==> src/rtl/clk_div_monitor_if.sv <==
// rtl/clk_div_monitor_if.sv - bundle of the divided-clock input, fault clear and lock/period status signals
interface clk_div_monitor_if #(
    parameter int CNT_W = 8
);
    logic             clk_div;
    logic             clr_fault;
    logic             locked;
    logic             fault;
    logic [CNT_W-1:0] period;
    logic             period_valid;

    modport master (
        output clk_div,
        output clr_fault,
        input  locked,
        input  fault,
        input  period,
        input  period_valid
    );

    modport slave (
        input  clk_div,
        input  clr_fault,
        output locked,
        output fault,
        output period,
        output period_valid
    );
endinterface

==> src/rtl/clk_div_monitor.sv <==
// rtl/clk_div_monitor.sv - period/lock monitor for the divided PLL clock, sampled in the reference domain
// Optional high-time (duty) check is built when CLK_DIV_DUTY_CHECK_EN is defined.
module clk_div_monitor #(
    parameter int RATIO      = 4,
    parameter int LOCK_COUNT = 16,
    parameter int TIMEOUT    = 8,
    parameter int CNT_W      = 8
) (
    input  logic              clk_10M_ref,
    input  logic              rst,
    clk_div_monitor_if.slave  bus
);

    typedef enum logic [1:0] {
        ST_IDLE,
        ST_ACQUIRE,
        ST_LOCKED,
        ST_LOST
    } state_t;

    localparam logic [CNT_W-1:0] CNT_MAX   = '1;
    localparam logic [CNT_W-1:0] CNT_ONE   = CNT_W'(1);
    localparam logic [CNT_W-1:0] CNT_TMO   = CNT_W'(TIMEOUT);
    localparam logic [CNT_W-1:0] CNT_RATIO = CNT_W'(RATIO);
    localparam logic [7:0]       GOOD_LOCK = 8'(LOCK_COUNT);

    logic             r_s1;
    logic             r_s2;
    logic             r_s3;
    logic [CNT_W-1:0] r_cnt;
    logic [7:0]       r_good;
    state_t           r_state;
    logic             r_locked;
    logic             r_fault;
    logic [CNT_W-1:0] r_period;
    logic             r_period_valid;

    logic             w_re;
    logic [CNT_W-1:0] w_meas;
    logic             w_timeout;
    logic             w_derr;
    logic             w_good_per;
    state_t           w_state_n;
    logic [7:0]       w_good_n;
    logic             w_fault_set;
    logic             w_report;

    assign w_re       = r_s2 & ~r_s3;
    assign w_meas     = (r_cnt == CNT_MAX) ? CNT_MAX : (r_cnt + CNT_ONE);
    assign w_timeout  = (r_cnt == CNT_TMO) && !w_re;
    assign w_good_per = w_re && (w_meas == CNT_RATIO) && !w_derr;

    always_ff @(posedge clk_10M_ref or posedge rst) begin
        if (rst) begin
            r_s1  <= 1'b0;
            r_s2  <= 1'b0;
            r_s3  <= 1'b0;
            r_cnt <= '0;
        end else begin
            r_s1 <= bus.clk_div;
            r_s2 <= r_s1;
            r_s3 <= r_s2;
            if (w_re) begin
                r_cnt <= '0;
            end else if (r_cnt != CNT_MAX) begin
                r_cnt <= r_cnt + CNT_ONE;
            end
        end
    end

`ifdef CLK_DIV_DUTY_CHECK_EN
    logic             w_fe;
    logic [CNT_W-1:0] r_hcnt;
    logic             r_derr;

    assign w_fe   = ~r_s2 & r_s3;
    assign w_derr = r_derr;

    // The re cycle itself is a high cycle, so the count restarts at 1 rather than 0.
    always_ff @(posedge clk_10M_ref or posedge rst) begin
        if (rst) begin
            r_hcnt <= '0;
            r_derr <= 1'b0;
        end else begin
            if (w_re) begin
                r_hcnt <= CNT_ONE;
            end else if (r_s2 && (r_hcnt != CNT_MAX)) begin
                r_hcnt <= r_hcnt + CNT_ONE;
            end
            if (w_re) begin
                r_derr <= 1'b0;
            end else if (w_fe && (r_hcnt != CNT_W'(RATIO / 2))) begin
                r_derr <= 1'b1;
            end
        end
    end
`else
    assign w_derr = 1'b0;
`endif

    always_comb begin
        w_state_n   = r_state;
        w_good_n    = r_good;
        w_fault_set = 1'b0;
        w_report    = 1'b0;
        case (r_state)
            ST_IDLE: begin
                if (w_re) begin
                    w_state_n = ST_ACQUIRE;
                    w_good_n  = '0;
                end
            end
            ST_ACQUIRE: begin
                if (w_re) begin
                    w_report = 1'b1;
                    if (w_good_per) begin
                        w_good_n = r_good + 8'd1;
                        if (w_good_n == GOOD_LOCK) begin
                            w_state_n = ST_LOCKED;
                        end
                    end else begin
                        w_good_n = '0;
                    end
                end else if (w_timeout) begin
                    w_state_n = ST_IDLE;
                end
            end
            ST_LOCKED: begin
                if (w_re) begin
                    w_report = 1'b1;
                    if (!w_good_per) begin
                        w_state_n   = ST_LOST;
                        w_fault_set = 1'b1;
                    end
                end else if (w_timeout) begin
                    w_state_n   = ST_LOST;
                    w_fault_set = 1'b1;
                end
            end
            ST_LOST: begin
                if (w_re) begin
                    w_state_n = ST_ACQUIRE;
                    w_good_n  = '0;
                end
            end
            default: begin
                w_state_n = ST_IDLE;
                w_good_n  = '0;
            end
        endcase
    end

    // locked follows the next state so it appears one cycle after the locking re.
    always_ff @(posedge clk_10M_ref or posedge rst) begin
        if (rst) begin
            r_state        <= ST_IDLE;
            r_good         <= '0;
            r_locked       <= 1'b0;
            r_fault        <= 1'b0;
            r_period       <= '0;
            r_period_valid <= 1'b0;
        end else begin
            r_state        <= w_state_n;
            r_good         <= w_good_n;
            r_locked       <= (w_state_n == ST_LOCKED);
            r_period_valid <= w_report;
            if (w_report) begin
                r_period <= w_meas;
            end
            if (w_fault_set) begin
                r_fault <= 1'b1;
            end else if (bus.clr_fault) begin
                r_fault <= 1'b0;
            end
        end
    end

    assign bus.locked       = r_locked;
    assign bus.fault        = r_fault;
    assign bus.period       = r_period;
    assign bus.period_valid = r_period_valid;

endmodule

==> src/flat_wrapper.sv <==
// flat-port wrapper written by rule: the top's interface ports become plain ports
module clk_div_monitor_flat 
#(
    parameter int RATIO      = 4,
    parameter int LOCK_COUNT = 16,
    parameter int TIMEOUT    = 8,
    parameter int CNT_W      = 8
)
  (clk_10M_ref, rst, bus_clk_div, bus_clr_fault, bus_locked, bus_fault, bus_period, bus_period_valid);
  clk_div_monitor_if #(.CNT_W(CNT_W)) bus_i ();
  input  logic clk_10M_ref;
  input  logic rst;
  input wire logic [$bits(bus_i.clk_div)-1:0] bus_clk_div;
  input wire logic [$bits(bus_i.clr_fault)-1:0] bus_clr_fault;
  output wire logic [$bits(bus_i.locked)-1:0] bus_locked;
  output wire logic [$bits(bus_i.fault)-1:0] bus_fault;
  output wire logic [$bits(bus_i.period)-1:0] bus_period;
  output wire logic [$bits(bus_i.period_valid)-1:0] bus_period_valid;
  assign bus_i.clk_div = bus_clk_div;
  assign bus_i.clr_fault = bus_clr_fault;
  assign bus_locked = bus_i.locked;
  assign bus_fault = bus_i.fault;
  assign bus_period = bus_i.period;
  assign bus_period_valid = bus_i.period_valid;
  clk_div_monitor #(.RATIO(RATIO), .LOCK_COUNT(LOCK_COUNT), .TIMEOUT(TIMEOUT), .CNT_W(CNT_W)) u_core (.clk_10M_ref(clk_10M_ref), .rst(rst), .bus(bus_i));
endmodule
==> config.mk <==
export PLATFORM = sky130hd
export DESIGN_NAME = clk_div_monitor_flat
export DESIGN_NICKNAME = d
export VERILOG_FILES = /design/src/rtl/clk_div_monitor_if.sv /design/src/rtl/clk_div_monitor.sv /design/src/flat_wrapper.sv
export SDC_FILE = /design/constraint.sdc
export NUM_CORES = 1
export LEC_CHECK = 0
export CAP_MARGIN = 20
export CELL_PAD_IN_SITES_DETAIL_PLACEMENT = 1
export CELL_PAD_IN_SITES_GLOBAL_PLACEMENT = 1
export CORE_ASPECT_RATIO = 1.4
export CORE_MARGIN = 3
export CORE_UTILIZATION = 40
export CTS_CLUSTER_DIAMETER = 150
export DETAILED_ROUTE_END_ITERATION = 12
export DONT_BUFFER_PORTS = 1
export GPL_ROUTABILITY_DRIVEN = 0
export HOLD_SLACK_MARGIN = 0.08
export PLACE_DENSITY_LB_ADDON = 0.1
export SETUP_SLACK_MARGIN = 0.3
export SYNTH_ARGS = -nofsm -noshare
export SYNTH_HDL_FRONTEND = slang
export SYNTH_SLANG_ARGS = --single-unit
==> constraint.sdc <==
create_clock -name clk_10M_ref -period 2.24 [get_ports clk_10M_ref]
set_input_delay 0.672 -clock clk_10M_ref [delete_from_list [all_inputs] [get_ports clk_10M_ref]]
set_output_delay 0.672 -clock clk_10M_ref [all_outputs]
set_load 0.02 [all_outputs]
After elaboration in Yosys (flattened, before gate mapping)
Index checks and enable logic that the tools add are counted.

storage, ports and cells
  bits in registers = 32
  input bits = 4
  word-level logic and storage cells = 59

cells by class
  $add $sub $neg = 2
  equality and inequality tests = 11
  muxes and demuxes = 24
  bitwise logic cells = 2
  reductions and logical operators = 10

operators with widths
  operator             count
  $mux 8               6
  $add 8x1->8 const B  2
  $mux 2               8
  $pmux 8 s2           1
  $eq 8x3->1 const B   1
  $eq 8x4->1 const B   1
  $eq 8x5->1 const B   1
  $eq 8x8->1 const B   1
  $mux 1               8
  $ne 8x8->1 const B   1
  $eq 2x2->1 const B   3
  $pmux 2 s3           1
  $reduce_bool 2->1    3
  $ne 2x1->1 const B   2
  $reduce_or 2->1      2
  $reduce_and 3->1     1
  $eq 2x1->1 const B   1
  $logic_and 1x1->1    2
  $logic_not 2->1      1
  $and 1x1->1          1
  $logic_not 1->1      1
  $not 1->1            1

Longest topological paths before layout
  depth in word-level cells = 8
  mapped depth = 7
  mapped depth without buffers = 7

Least setup slack after synthesis
No wires, ideal clock.

  path kind = register -> register
  start point = register u_core.r_cnt[0]
  end point = register u_core.r_good[4]
  arrival = 1,657 ps
  required time = 2,158 ps
  slack = 501 ps
  cell stages (with the launch flop) = 8
  clock period less this slack = 1,739 ps
  cells stage by stage = dfrtp_1 ha_1 and4_1 a41oi_1 o2111a_2 buf_6 nand3b_1 a31oi_1

on the way
  cells in the longest elaborated chain, start to end = 7
  elaborated cells on any way between the ends = 8
  those cells by class = 1 x add/sub; 2 x eq/ne; 4 x mux; 1 x reduce/logical

ends and longest elaborated chain
  item                                              line                    RTL
  start, declared                                   clk_div_monitor.sv:30   logic [CNT_W-1:0] r_cnt;
  start signal, assigned                            clk_div_monitor.sv:66   r_cnt <= r_cnt + CNT_ONE;
  $add 8x1->8 / $eq 8x8->1 (equally long branches)  clk_div_monitor.sv:49   assign w_meas = (r_cnt == CNT_MAX) ? CNT_MAX : (r_cnt + CNT_ONE);
  $mux 8 (*)                                        clk_div_monitor.sv:49
  $eq 8x3->1 (*)                                    clk_div_monitor.sv:51   assign w_good_per = w_re && (w_meas == CNT_RATIO) && !w_derr;
  $logic_and 1x1->1 (*)                             clk_div_monitor.sv:51
  $mux 8 (*)                                        clk_div_monitor.sv:116  if (w_good_per) begin
  $mux 8 (*)                                        clk_div_monitor.sv:114  if (w_re) begin
  $pmux 8 s2 (*)                                    clk_div_monitor.sv:106  case (r_state)
  end signal, assigned                              clk_div_monitor.sv:164  r_good <= w_good_n;
  end, declared                                     clk_div_monitor.sv:31   logic [7:0] r_good;

Mark *: on every way between the ends. The rest lies on a longest branch, timed or not. The select of a mux whose other input is x is not followed.
A chain may end at the register's enable or synchronous reset.

Worst setup path after layout
  start point = register u_core.r_cnt[4]
  end point = register u_core.r_state[0]

on the way
  cells in the longest elaborated chain, start to end = 7
  elaborated cells on any way between the ends = 14
  those cells by class = 1 x add/sub; 3 x eq/ne; 8 x mux; 2 x reduce/logical

ends and longest elaborated chain
  item                                              line                                            RTL
  $add 8x1->8 / $eq 8x8->1 (equally long branches)  clk_div_monitor.sv:49
  $mux 8                                            clk_div_monitor.sv:49
  $eq 8x3->1                                        clk_div_monitor.sv:51
  $logic_and 1x1->1                                 clk_div_monitor.sv:51
  $mux 2 (on tied branches)                         clk_div_monitor.sv:131, clk_div_monitor.sv:116
  $mux 2 (on tied branches)                         clk_div_monitor.sv:129, clk_div_monitor.sv:114
  $pmux 2 s3 (*)                                    clk_div_monitor.sv:106
  via u_core.w_state_n[0]                           clk_div_monitor.sv:43                           state_t w_state_n;
  end signal, assigned                              clk_div_monitor.sv:163                          r_state <= w_state_n;
  end, declared                                     clk_div_monitor.sv:32                           state_t r_state;

The timed path passes the listed nets; every way through them passes the cells marked *.

==> results.sh <==
export IMPL_num_vias=1336
export IMPL_dr_wl_met2_um=2330
export IMPL_num_fill_cells=446
export IMPL_drt_met1_wl_um=1600
export IMPL_tns_ns=0
export IMPL_slowest_delay_ns=0.45
export IMPL_numCtsBuffers=5
export IMPL_drv_slew=0
export IMPL_dr_pass1_iters=4
export IMPL_final_hold_violation_count=0
export IMPL_grt_pass1_wl_um=6630
export IMPL_antenna_left=0
export IMPL_clock_sink_count=32
export IMPL_layoutNonFillerInstCount=228
export IMPL_synth_cell_types=43
export IMPL_maxSlewHeadroom=0.633
export IMPL_vdd_ir_drop_max_v=0.000520
export IMPL_io_pins=15
export IMPL_ys_async_sr_fraction=1.00
export IMPL_avgSynthCellArea_um2=9.60
export IMPL_synth_simple_area_share=0.239
export IMPL_dp_hpwl_um=3060
export IMPL_status="complete, no violations"
export IMPL_syn_instance_count=173
export IMPL_cts_max_level=2
export IMPL_antenna_found_initial=0
export IMPL_synth_area_mm2=0.00166
export IMPL_clockRootBuffer="clkbuf_8"
export IMPL_rows=27
export IMPL_worst_pin_slew_ns=0.545
export IMPL_top_layer="met4"
export IMPL_drt_iter0_drc=34
export IMPL_power_per_cell_area_mw_per_mm2=763
export IMPL_grt_setup_unrepaired="no"
export IMPL_area_growth_pct=17.4
export IMPL_fin_util=0.493
export IMPL_yosys_warnings=0
export IMPL_seq_area_frac_synth=0.482
export IMPL_p_leak_uw=0.000852
export IMPL_drcViolationCount=0
export IMPL_synth_adder_area_share=0.0452
export IMPL_setup_slack_ns=0.364
export IMPL_portBuffers=0
export IMPL_start_util=0.420
export IMPL_grt_pass1_vias=1371
export IMPL_placed_cells=216
export IMPL_skew_ns=0.00825
export IMPL_drive_gt1_frac=0.205
export IMPL_diodes=0
export IMPL_synthXorXnorAreaFrac=0.0264
export IMPL_synthFlopType="dfrtp_1"
export IMPL_crit_slowest_cell="dfrtp_2"
export IMPL_cts_tree="done"
export IMPL_die_x_um=60.5
export IMPL_synth_top_family_by_area="simple AND/OR/NAND/NOR gates"
export IMPL_crit_type="flip-flop to flip-flop"
export IMPL_fin_crit_sh=0.838
export IMPL_crit_family="simple AND/OR/NAND/NOR gates"
export IMPL_synthesis_nets=183
export IMPL_cp_num_buf_inv=0
export IMPL_multiInputGateArea_um2=890
export IMPL_wl_um=4220
export IMPL_synth_edf_count=0
export IMPL_dieHeight_um=82.2
export IMPL_end_kind="flip-flop"
export IMPL_grt_usage=0.181
export IMPL_coreArea_mm2=0.00395
export IMPL_die_area_mm2=0.00497
export IMPL_ys_ff_latch=32
export IMPL_grt_max_degree=20
export IMPL_path_clk_slew_ns=0.07
export IMPL_reg2regPathDepth=5
export IMPL_crit_chain="or3_4 > nor3_4 > a2bb2oi_1 > o32ai_2 > or2_1"
export IMPL_cp_start_kind="flip-flop"
export IMPL_setup_violations_final=0
export IMPL_cap_viol_max_count=0
export IMPL_max_freq_ghz=0.533
export IMPL_synth_compound_area_share=0.152
export IMPL_hold_buffers=0
export IMPL_worst_hold_slack_ns=0.280
export IMPL_clk_latency_ns=0.29
export IMPL_wl_per_cell_um=18.5
export IMPL_wl_met3_um=124
export IMPL_place_ws_ns=0.195
export IMPL_period_needed_ns=1.88
export IMPL_synthMuxAreaShare=0.0181
export IMPL_register_area_um2=805
export IMPL_critPathRequiredTime_ns=2.41
export IMPL_worst_ep_arrival_time_ns=2.05
export IMPL_cp_max_fo=7
export IMPL_cts_buffer_depth=2
export IMPL_cp_depth=5
export IMPL_routed_via_density=5.86
export IMPL_final_net_count=194
export IMPL_hp_class="primary input to async pin"
export IMPL_grt_ovfl_total=0
## cells by family (layout without fill, tap and decap cells)
kind of cell | count (synthesis) | after routing
AOI/OAI and AO/OA | 40 | 40
and+or+nand+nor | 73 | 73
DFF | 32 | 32
adders and majority gates | 6 | 6
buffers and inverters | 14 | 26
muxes | 3 | 3
xor gates and xnor gates | 5 | 5
## layout by cell type (no fill, tap or decap), types with 2 or more instances in the layout
cell      count
o21ai_1       3
and4_1        4
nand3b_1      2
o21ai_0      12
dfrtp_2       3
buf_4         6
dfrtp_1      29
clkinv_2      2
inv_2         2
nand3_1      10
mux2i_1       3
a21oi_1       6
nand2b_1      3
clkbuf_8      5
nor2_2        2
ha_1          4
xor2_1        3
nand4_1       3
a31oi_1       6
nor2_1       16
and3_1        4
nand2_1      17
inv_1         8
nor2b_1       2
## flip-flops by register name, summed over array words and instances, names as in the netlist
signal / count
u_core.bus.period_valid: 1
u_core.bus.period: 8
u_core.r_good: 8
u_core.r_s3: 1
u_core.r_s1: 1
u_core.r_cnt: 8
u_core.r_state: 2
u_core.r_s2: 1
u_core.bus.fault: 1
u_core.bus.locked: 1
## power breakdown
part           internal [µW]  leakage [µW]  switching [µW]
Clock                    216     0.0000479             219
Sequential               639      0.000420             112
Combinational            143      0.000384             158
## final timing paths
check,slack (ns),start,end
max,0.36,u_core.r_cnt[4]$_DFFE_PP0P_,u_core.r_state[0]$_DFF_PP0_
max reg2reg,0.36,u_core.r_cnt[4]$_DFFE_PP0P_,u_core.r_state[0]$_DFF_PP0_
min,0.28,rst,u_core.bus.period[0]$_DFFE_PP0P_
min reg2reg,0.36,u_core.r_s1$_DFF_PP0_,u_core.r_s2$_DFF_PP0_
min in group clk_10M_ref,0.36,u_core.r_s1$_DFF_PP0_,u_core.r_s2$_DFF_PP0_
max in group asynchronous,1.68,rst,u_core.r_cnt[0]$_DFFE_PP0P_
## metal layers
| layer | vias to the layer above | track usage |
|---|---|---|
| li1 | 640 | - |
| met1 | 662 | 0.191 |
| met2 | 23 | 0.323 |
| met3 | 11 | 0.0451 |
| met4 | 0 | 0.102 |
| met5 | - | 0 |
## cell type report
cell class                      instances  share of cell area
Clock inverter                          3             0.00963
Multi-Input combinational cell        127               0.456
Sequential cell                        32               0.413
Timing Repair Buffer                    8              0.0392
Clock buffer                            5              0.0353
Tap cell                               43              0.0276
Inverter                               10              0.0193
## repair_timing
item	4_1_cts	5_1_grt
setup endpoints to repair	9	8
buffers inserted	1	3
gates resized for setup	4	19
pin swaps	1	3
## metrics by stage
| stage | area (µm²) | power [µW] |
|---|---|---|
| global route | 1950 | 1580 |
| global placement | 1720 | 965 |
| CTS | 1850 | 1440 |
| finish | 1950 | 1490 |
| floorplan | 1660 | 908 |
| detailed placement | 1720 | 979 |
## cell usage after synthesis, types with 2 or more instances
| master | instances | area, µm² |
|---|---|---|
| nand3b_1 | 2 | 15.0 |
| o21bai_1 | 2 | 15.0 |
| xor2_1 | 4 | 35.0 |
| and3_1 | 4 | 25.0 |
| mux2i_1 | 3 | 30.0 |
| clkbuf_1 | 2 | 7.51 |
| dfrtp_1 | 32 | 801 |
| and4_1 | 4 | 35.0 |
| nand2b_1 | 3 | 18.8 |
| nor2b_1 | 2 | 12.5 |
| nand2_1 | 17 | 63.8 |
| a21oi_1 | 6 | 30.0 |
| nand3_1 | 10 | 50.1 |
| nand4_1 | 3 | 18.8 |
| nor2_1 | 18 | 67.6 |
| o21ai_1 | 4 | 20.0 |
| o21ai_0 | 12 | 60.1 |
| ha_1 | 6 | 75.1 |
| a31oi_1 | 6 | 37.5 |
| inv_1 | 10 | 37.5 |
No activity file was read; power rests on OpenSTA's default activity.
